### src/rtl/miner_job_driver.sv
// -----------------------------------------------------------------------------
// miner_job_driver
//
// Fabric-side job dispatcher for the bitcoin miner accelerator. On a start
// request in IDLE it latches a block header (NUMBER_OF_JOB_WORDS words) and
// streams it out on the m00 AXI-Stream master, tlast on the final word. It
// then collects NUMBER_OF_RESULT_WORDS words from the s00 AXI-Stream slave,
// flags tlast mismatches and response timeouts, and pulses done for one cycle.
//
// Ports:
//   axis_aclk, axis_aresetn       clock, asynchronous active-low reset
//   start, job_data               job request (sampled in IDLE) and payload,
//                                 word j = job_data[j*W +: W]
//   busy, done                    busy while not IDLE, one-cycle completion
//   result, err_len, err_timeout  collected hash (word k = result[k*W +: W])
//                                 and error flags, held until the next start
//   m00_axis_*                    job stream out (tstrb constant all ones)
//   s00_axis_*                    result stream in (tstrb ignored)
// -----------------------------------------------------------------------------
module miner_job_driver #(
    parameter int C_AXIS_TDATA_WIDTH     = 32,
    parameter int NUMBER_OF_JOB_WORDS    = 20,
    parameter int NUMBER_OF_RESULT_WORDS = 8,
    parameter int RESP_TIMEOUT_CYCLES    = 65535
) (
    input  logic                                                 axis_aclk,
    input  logic                                                 axis_aresetn,
    input  logic                                                 start,
    input  logic [NUMBER_OF_JOB_WORDS*C_AXIS_TDATA_WIDTH-1:0]    job_data,
    output logic                                                 busy,
    output logic                                                 done,
    output logic [NUMBER_OF_RESULT_WORDS*C_AXIS_TDATA_WIDTH-1:0] result,
    output logic                                                 err_len,
    output logic                                                 err_timeout,
    output logic                                                 m00_axis_tvalid,
    output logic [C_AXIS_TDATA_WIDTH-1:0]                        m00_axis_tdata,
    output logic [C_AXIS_TDATA_WIDTH/8-1:0]                      m00_axis_tstrb,
    output logic                                                 m00_axis_tlast,
    input  logic                                                 m00_axis_tready,
    output logic                                                 s00_axis_tready,
    input  logic [C_AXIS_TDATA_WIDTH-1:0]                        s00_axis_tdata,
    input  logic [C_AXIS_TDATA_WIDTH/8-1:0]                      s00_axis_tstrb,
    input  logic                                                 s00_axis_tlast,
    input  logic                                                 s00_axis_tvalid
);

    localparam int W    = C_AXIS_TDATA_WIDTH;
    localparam int NJ   = NUMBER_OF_JOB_WORDS;
    localparam int NR   = NUMBER_OF_RESULT_WORDS;
    localparam int SP_W = (NJ > 1) ? $clog2(NJ) : 1;
    localparam int RP_W = (NR > 1) ? $clog2(NR) : 1;

    localparam logic [SP_W-1:0] LAST_JOB_PTR  = SP_W'(NJ - 1);
    localparam logic [RP_W-1:0] LAST_RES_PTR  = RP_W'(NR - 1);
    localparam logic [31:0]     TIMEOUT_LIMIT = 32'(RESP_TIMEOUT_CYCLES);

    typedef enum logic [1:0] {
        ST_IDLE,
        ST_SEND,
        ST_RECV,
        ST_DONE
    } state_t;

    state_t            r_state, w_state_next;
    logic [SP_W-1:0]   r_send_ptr, w_send_ptr_next;
    logic [RP_W-1:0]   r_recv_ptr, w_recv_ptr_next;
    logic [31:0]       r_timeout_cnt, w_timeout_cnt_next;
    logic              r_err_len, w_err_len_next;
    logic              r_err_timeout, w_err_timeout_next;
    logic              w_load_job;
    logic              w_store_result;
    logic              w_m_beat;
    logic              w_s_beat;
    logic              w_unused;

    logic [W-1:0]      r_job    [NJ];
    logic [W-1:0]      r_result [NR];

    assign w_m_beat = (r_state == ST_SEND) && m00_axis_tready;
    assign w_s_beat = (r_state == ST_RECV) && s00_axis_tvalid;

    // Result-stream byte strobes carry no information for this block.
    assign w_unused = ^s00_axis_tstrb;

    // State and control registers.
    always_ff @(posedge axis_aclk or negedge axis_aresetn) begin
        if (!axis_aresetn) begin
            r_state       <= ST_IDLE;
            r_send_ptr    <= '0;
            r_recv_ptr    <= '0;
            r_timeout_cnt <= '0;
            r_err_len     <= 1'b0;
            r_err_timeout <= 1'b0;
        end else begin
            r_state       <= w_state_next;
            r_send_ptr    <= w_send_ptr_next;
            r_recv_ptr    <= w_recv_ptr_next;
            r_timeout_cnt <= w_timeout_cnt_next;
            r_err_len     <= w_err_len_next;
            r_err_timeout <= w_err_timeout_next;
        end
    end

    always_comb begin
        w_state_next       = r_state;
        w_send_ptr_next    = r_send_ptr;
        w_recv_ptr_next    = r_recv_ptr;
        w_timeout_cnt_next = r_timeout_cnt;
        w_err_len_next     = r_err_len;
        w_err_timeout_next = r_err_timeout;
        w_load_job         = 1'b0;
        w_store_result     = 1'b0;

        case (r_state)
            ST_IDLE: begin
                if (start) begin
                    w_load_job         = 1'b1;
                    w_send_ptr_next    = '0;
                    w_recv_ptr_next    = '0;
                    w_timeout_cnt_next = '0;
                    w_err_len_next     = 1'b0;
                    w_err_timeout_next = 1'b0;
                    w_state_next       = ST_SEND;
                end
            end

            ST_SEND: begin
                if (w_m_beat) begin
                    if (r_send_ptr == LAST_JOB_PTR) begin
                        // Pointer parks at 0 so tdata never indexes past the job.
                        w_send_ptr_next    = '0;
                        w_recv_ptr_next    = '0;
                        w_timeout_cnt_next = '0;
                        w_state_next       = ST_RECV;
                    end else begin
                        w_send_ptr_next = r_send_ptr + 1'b1;
                    end
                end
            end

            ST_RECV: begin
                if (w_s_beat) begin
                    // A beat always wins over the timeout threshold.
                    w_store_result     = 1'b1;
                    w_timeout_cnt_next = '0;
                    if (r_recv_ptr == LAST_RES_PTR) begin
                        w_err_len_next = !s00_axis_tlast;
                        w_state_next   = ST_DONE;
                    end else if (s00_axis_tlast) begin
                        w_err_len_next = 1'b1;
                        w_state_next   = ST_DONE;
                    end else begin
                        w_recv_ptr_next = r_recv_ptr + 1'b1;
                    end
                end else if (TIMEOUT_LIMIT != 32'd0) begin
                    // Fires on the RESP_TIMEOUT_CYCLES-th consecutive idle cycle.
                    if (r_timeout_cnt + 32'd1 == TIMEOUT_LIMIT) begin
                        w_err_timeout_next = 1'b1;
                        w_state_next       = ST_DONE;
                    end else begin
                        w_timeout_cnt_next = r_timeout_cnt + 32'd1;
                    end
                end
            end

            ST_DONE: begin
                w_state_next = ST_IDLE;
            end

            default: begin
                w_state_next = ST_IDLE;
            end
        endcase
    end

    // Job and result word storage.
    always_ff @(posedge axis_aclk or negedge axis_aresetn) begin
        if (!axis_aresetn) begin
            for (int j = 0; j < NJ; j++) r_job[j] <= '0;
            for (int k = 0; k < NR; k++) r_result[k] <= '0;
        end else begin
            if (w_load_job) begin
                for (int j = 0; j < NJ; j++) r_job[j] <= job_data[j*W +: W];
                for (int k = 0; k < NR; k++) r_result[k] <= '0;
            end else if (w_store_result) begin
                r_result[r_recv_ptr] <= s00_axis_tdata;
            end
        end
    end

    generate
        for (genvar gi = 0; gi < NR; gi++) begin : g_result
            assign result[gi*W +: W] = r_result[gi];
        end
    endgenerate

    // Stream outputs are decoded from registered state only (no tready path).
    assign busy            = (r_state != ST_IDLE);
    assign done            = (r_state == ST_DONE);
    assign err_len         = r_err_len;
    assign err_timeout     = r_err_timeout;
    assign m00_axis_tvalid = (r_state == ST_SEND);
    assign m00_axis_tdata  = (r_state == ST_SEND) ? r_job[r_send_ptr] : '0;
    assign m00_axis_tlast  = (r_state == ST_SEND) && (r_send_ptr == LAST_JOB_PTR);
    assign m00_axis_tstrb  = '1;
    assign s00_axis_tready = (r_state == ST_RECV);

endmodule

### config.mk
export PLATFORM = sky130hd
export DESIGN_NAME = miner_job_driver
export DESIGN_NICKNAME = d
export VERILOG_FILES = /design/src/rtl/miner_job_driver.sv
export SDC_FILE = /design/constraint.sdc
export NUM_CORES = 2
export LEC_CHECK = 0
export BUFFER_PORTS_ARGS = -buffer_cell sky130_fd_sc_hd__buf_2
export CORE_AREA = 4 4 375 377
export CTS_BUF_LIST = sky130_fd_sc_hd__clkbuf_8
export DETAILED_ROUTE_END_ITERATION = 7
export DIE_AREA = 0 0 379 381
export PLACE_DENSITY_LB_ADDON = 0.08
export SYNTH_ARGS = -nofsm -noshare
export SYNTH_HDL_FRONTEND = slang
export SYNTH_SLANG_ARGS = --single-unit
### constraint.sdc
create_clock -name axis_aclk -period 3.8 [get_ports axis_aclk]
set_input_delay 0.38 -clock axis_aclk [delete_from_list [all_inputs] [get_ports axis_aclk]]
set_output_delay 0.38 -clock axis_aclk [all_outputs]
set_load 0.1 [all_outputs]
# Word level (Yosys, flattened, before mapping)
# Cells that the tools add are included.
# totals
regBits	940
input_bits	682
output_inout_bits	299
elab_cells	123
# op_classes
n_addsub	3
n_lt_le_gt_ge	3
eq_ne	18
mux	46
n_bitwise	2
reduce_logical	17
# ops
operator	n
$mux W256	2
$mux W32	9
$bwmux W256	1
$bmux W32 S5	1
$demux W32 S3	1
$pmux W32 S3	1
$add A32 B1 Y32 const B	1
$eq A32 B16 Y1 const B	1
$mux W3	6
$mux W5	3
$mux W2	7
$mux W1	10
$pmux W5 S2	1
$reduce_and A5 Y1	2
$pmux W3 S3	1
$ne A2 B1 Y1 const B	4
$ne A2 B2 Y1 const B	4
$pmux W2 S4	1
$reduce_and A4 Y1	2
$reduce_bool A2 Y1	4
$reduce_and A7 Y1	1
$ge A6 B6 Y1 const B	1
$ne A3 B1 Y1 const B	2
$not A5 Y6	1
other kinds (17)	22

# Depth between registers and ports, before layout
# logic_depth
depth_word	8
ltp_mapped	12
mapped_depth_nobuf	10

# Worst setup path before layout
# OpenSTA, ideal clock, no wires.
# synth_path
kind	register -> output
from	register r_send_ptr[0]
to	output m00_axis_tdata[11]
arrival_time_ns	4.187
required_ns	3.420
slack_ns	-0.767
stages_incl_launch_ff	7
n_path_buf	3
path_cell_list	dfrtp_1 buf_2 buf_1 buf_1 mux4_2 nand2_1 a21boi_0
# synth_between
elab_chain_cells	5
# synth_rtl
item	line	rtl
start: declaration	65	logic [SP_W-1:0] r_send_ptr, w_send_ptr_next;
start signal: assignment	96	r_send_ptr <= w_send_ptr_next;
$not A5 Y6 (not written as such)	203	assign m00_axis_tdata = (r_state == ST_SEND) ? r_job[r_send_ptr] : '0;
$bmux W32 S5	203	
$mux W32 (not written as such) (2 in a row)	203	
$mux W32	203	
end: declaration	36	output logic [C_AXIS_TDATA_WIDTH-1:0] m00_axis_tdata,
# No other way between the ends. The select of a mux whose other input is x is not followed.

# Worst setup path in the final report
# layout_path
from	register r_send_ptr[0]
to	output m00_axis_tdata[2]
# The elaborated chain is that of the path after synthesis.

==> out/results.tsv <==
metric	value	unit
CP Capture Type	output port	
CP startpoint kind	register	
switching power total	18300	uW
CP Launch Point	r_send_ptr[0]	
Antenna Nets Post-Route	0	
HP Class	in -> async	
asr flop ratio synth	100	%
Slew headroom	34.7	%
clk slew on worst S/H paths	0.06	ns
vias in the first global route	41313	
Cells after Synth	4588	
Post-Synth Adder-Cell Area	0.297	%
main combinational cell family by area after synthesis	simple AND/OR/NAND/NOR gates	
post-synthesis cell area	42200	sq um
final hold violations	0	
Gate power share	42.6	%
pin count of the biggest net entering global routing	138	
Ports	981	
multiplexer share of the synthesized area	10.3	%
Crit path arrival time	3.45	ns
max frequency	261	MHz
Sw Ratio	42.2	%
post-synthesis compound-gate area fraction	5.45	%
Avg Cell Area, Syn	9.20	sq um
Placed Area	49500	sq um
area share of and/or/nand/nor cells after synthesis	24.6	%
post-synth top area share	55.7	%
critical path required time	3.42	ns
Int Power	25100	uW
per-cell routed wire length	25.1	um
Num CTS Buffers	174	
Yosys reg bits	940	
worst hold slack	0.107	ns
Seq/Total Area, Yosys	55.7	%
Tmin final	3.83	ns
vias per inst	4.89	
status	finished with violations	
Reg2Reg Depth	9	
max_cap viols	0	
final net count	6930	
routability cong.	0.881	
grt ovf	0	
Synth Area in XOR/XNOR	0.228	%
Synthesis Warnings	0	
Worst Skew	0.0545	ns
DRC	0	
CTS H-tree depth	4	
setup ws final	-0.0336	ns
CP endpoint	m00_axis_tdata[2]	
insertion delay to the later sink of the worst-skew pair	0.89	ns
fin area	61000	sq um
die area	144000	sq um
Buffers on Ports	972	
Setup CP Type	reg -> out	
crit-path max FO	6	
Pleak	0.0306	uW
CTS tree	done	
Core ar.	137000	sq um
CTS Sinks	940	
GRT Util Overall	28.0	%
Final HPWL DP	149000	um
chip height	381	um
top post-synthesis cells by area	dfrtp_1 (56%), nand2_1 (23%), mux4_2 (10%), a21oi_1 (3.2%), clkbuf_1 (2.4%)	
Starting Density	30.8	%
Rows	136	
share of cells above drive strength 1	26.0	%
Setup-failing EPs final	7	
clock root buffer master	clkbuf_8	
drt pass-1 iters	5	
final wirelength	205000	um
via count	39939	
first-pass GRT wire length	293000	um
Crit Reg-Reg Startpoint	r_timeout_cnt[0]	
reg2reg end	r_timeout_cnt[31]	
Max VDD drop	0.538	mV
Main synth FF type	dfrtp_1	
initial antenna violation count	14	
area grow syn2layout	44.5	%
period utilization	101	%
cell taking the most area after synthesis	dfrtp_1	
initial DRC count	3326	
failing checks	setup timing	
worst slack, placed	0.263	ns
clock share of power	21.8	%
Distinct cells, synth	75	
count of flip-flops with a built-in enable after synthesis	0	
Worst-Margin Slew	0.979	ns
PwrDens	712	nW/um^2
count of pins over their slew limit	0	
total power	43400	uW
RSZ-0062 raised after global routing	yes	
Max Buffers Root-to-Sink	3	
die width	379	um
R2R setup slack	0.27	ns
sequential share of power	35.7	%
power by group through the flow:
stage	sequential, uW	combinational (uW)	clock [uW]
final	15500	18500	9460
after global routing	15800	19800	10200
after CTS	15500	18600	9750
after detailed placement	15600	16600	0
after global placement	15600	16400	0
after floorplan	16400	9120	0
synth_stat cells (5+ instances only):
cell,count
mux4_2,192
clkbuf_2,31
ha_1,10
and2_1,5
a21oi_1,270
dfrtp_1,940
nand2_1,2537
clkbuf_1,275
o31ai_1,18
nor3_1,12
o311ai_0,5
a22o_1,6
inv_1,10
or4_1,6
nand4_1,17
o21ai_0,22
a31oi_1,7
a21boi_0,31
buf_2,8
nor2_1,30
xnor2_1,7
or2_2,6
buf_1,25
nand3_1,17
and3_1,8
nor4_1,7
metrics by stage:
step                      setup TNS (ns)  cells  util (%)
final                             -0.120   8169      44.5
after global routing               -2.24   8160      44.5
after CTS                          -3.42   8151      44.4
after detailed placement               0   7145      36.1
after global placement                 0   7145      36.1
after floorplan                    -4.97   4591         -
worst min-delay path by stage:
stage                       to  slack [ns]
floorplan              err_len        0.08
global placement     r_job[57]        0.45
detailed placement   r_job[99]        0.46
CTS                 r_job[598]        0.07
global route        r_job[522]        0.12
finish              r_job[522]        0.11
cell families (layout without fill, tap and decap cells):
logic type                 Yosys count  after routing
DFF                                940            940
other                                1             18
AOI/OAI and AO/OA                  399            399
muxes                              195            195
and+or+nand+nor                   2677           2677
xor gates and xnor gates            11             11
buffers and inverters              355           2125
adders and majority gates           10             10
cell type report:
cell class / instances / area [sq um]
fillers: 13384 / 76200
flip-flops and latches: 940 / 23500
multi-input cells: 3296 / 17800
repair buffers: 1815 / 14000
clock buffers: 205 / 2820
well taps: 1794 / 2240
clock inverters: 94 / 450
inverters: 11 / 41.3
diodes: 14 / 35.0
worst max-delay path: stages, from the launching register on:
cell,delay [ns]
dfrtp_4,0.49
buf_6,0.15
buf_12,0.15
buf_12,0.14
mux4_2,0.60
mux4_2,0.62
nand2_2,0.12
a21boi_4,0.10
buf_12,0.18
registers in the layout, summed over array words and instances, names as in the netlist:
signal,flops
r_job,640
result,256
r_timeout_cnt,32
r_send_ptr,5
r_recv_ptr,3
r_state,2
err_len,1
err_timeout,1
placed cells by master, fill, tap and decap left out, drive strengths merged, types with 5 or more instances in the layout:
cell and count:
nand3 18, a21boi 31, a31oi 7, mux4 192, a21oi 270, nor4 11, or2 7, nor2 30
nand2 2538, o21ai 26, a22o 6, xnor2 7, o311ai 5, o31ai 19, clkinv 9, inv 92
dlygate4sd3 676, buf 1138, nand4 18, ha 10, nor3 12, diode 14, clkbuf 205, and3 8
or4 8, and2 6, dfrtp 940
metal layers:
metal | vias up | wire length [um] | GRT usage (%) | part of all wire [%]
met5 | - | 13 | 0 | 0.0063
met3 | 402 | 12600 | 5.31 | 6.1
met4 | 2 | 9800 | 12.2 | 4.8
met1 | 19761 | 85700 | 36.3 | 42
met2 | 1558 | 97100 | 45.5 | 47
li1 | 18216 | - | - | -
what timing repair did:
item / 4_1_cts / 5_1_grt
resized for setup: 233 / 26
setup buffers: 25 / 6
setup endpoints to repair: 32 / 32
endpoints found under the hold margin: 955 / 0
hold buffers: 676 / 0
gates cloned: 6 / 0
pin swaps: 14 / 12
No activity file was read; power rests on OpenSTA's default activity.
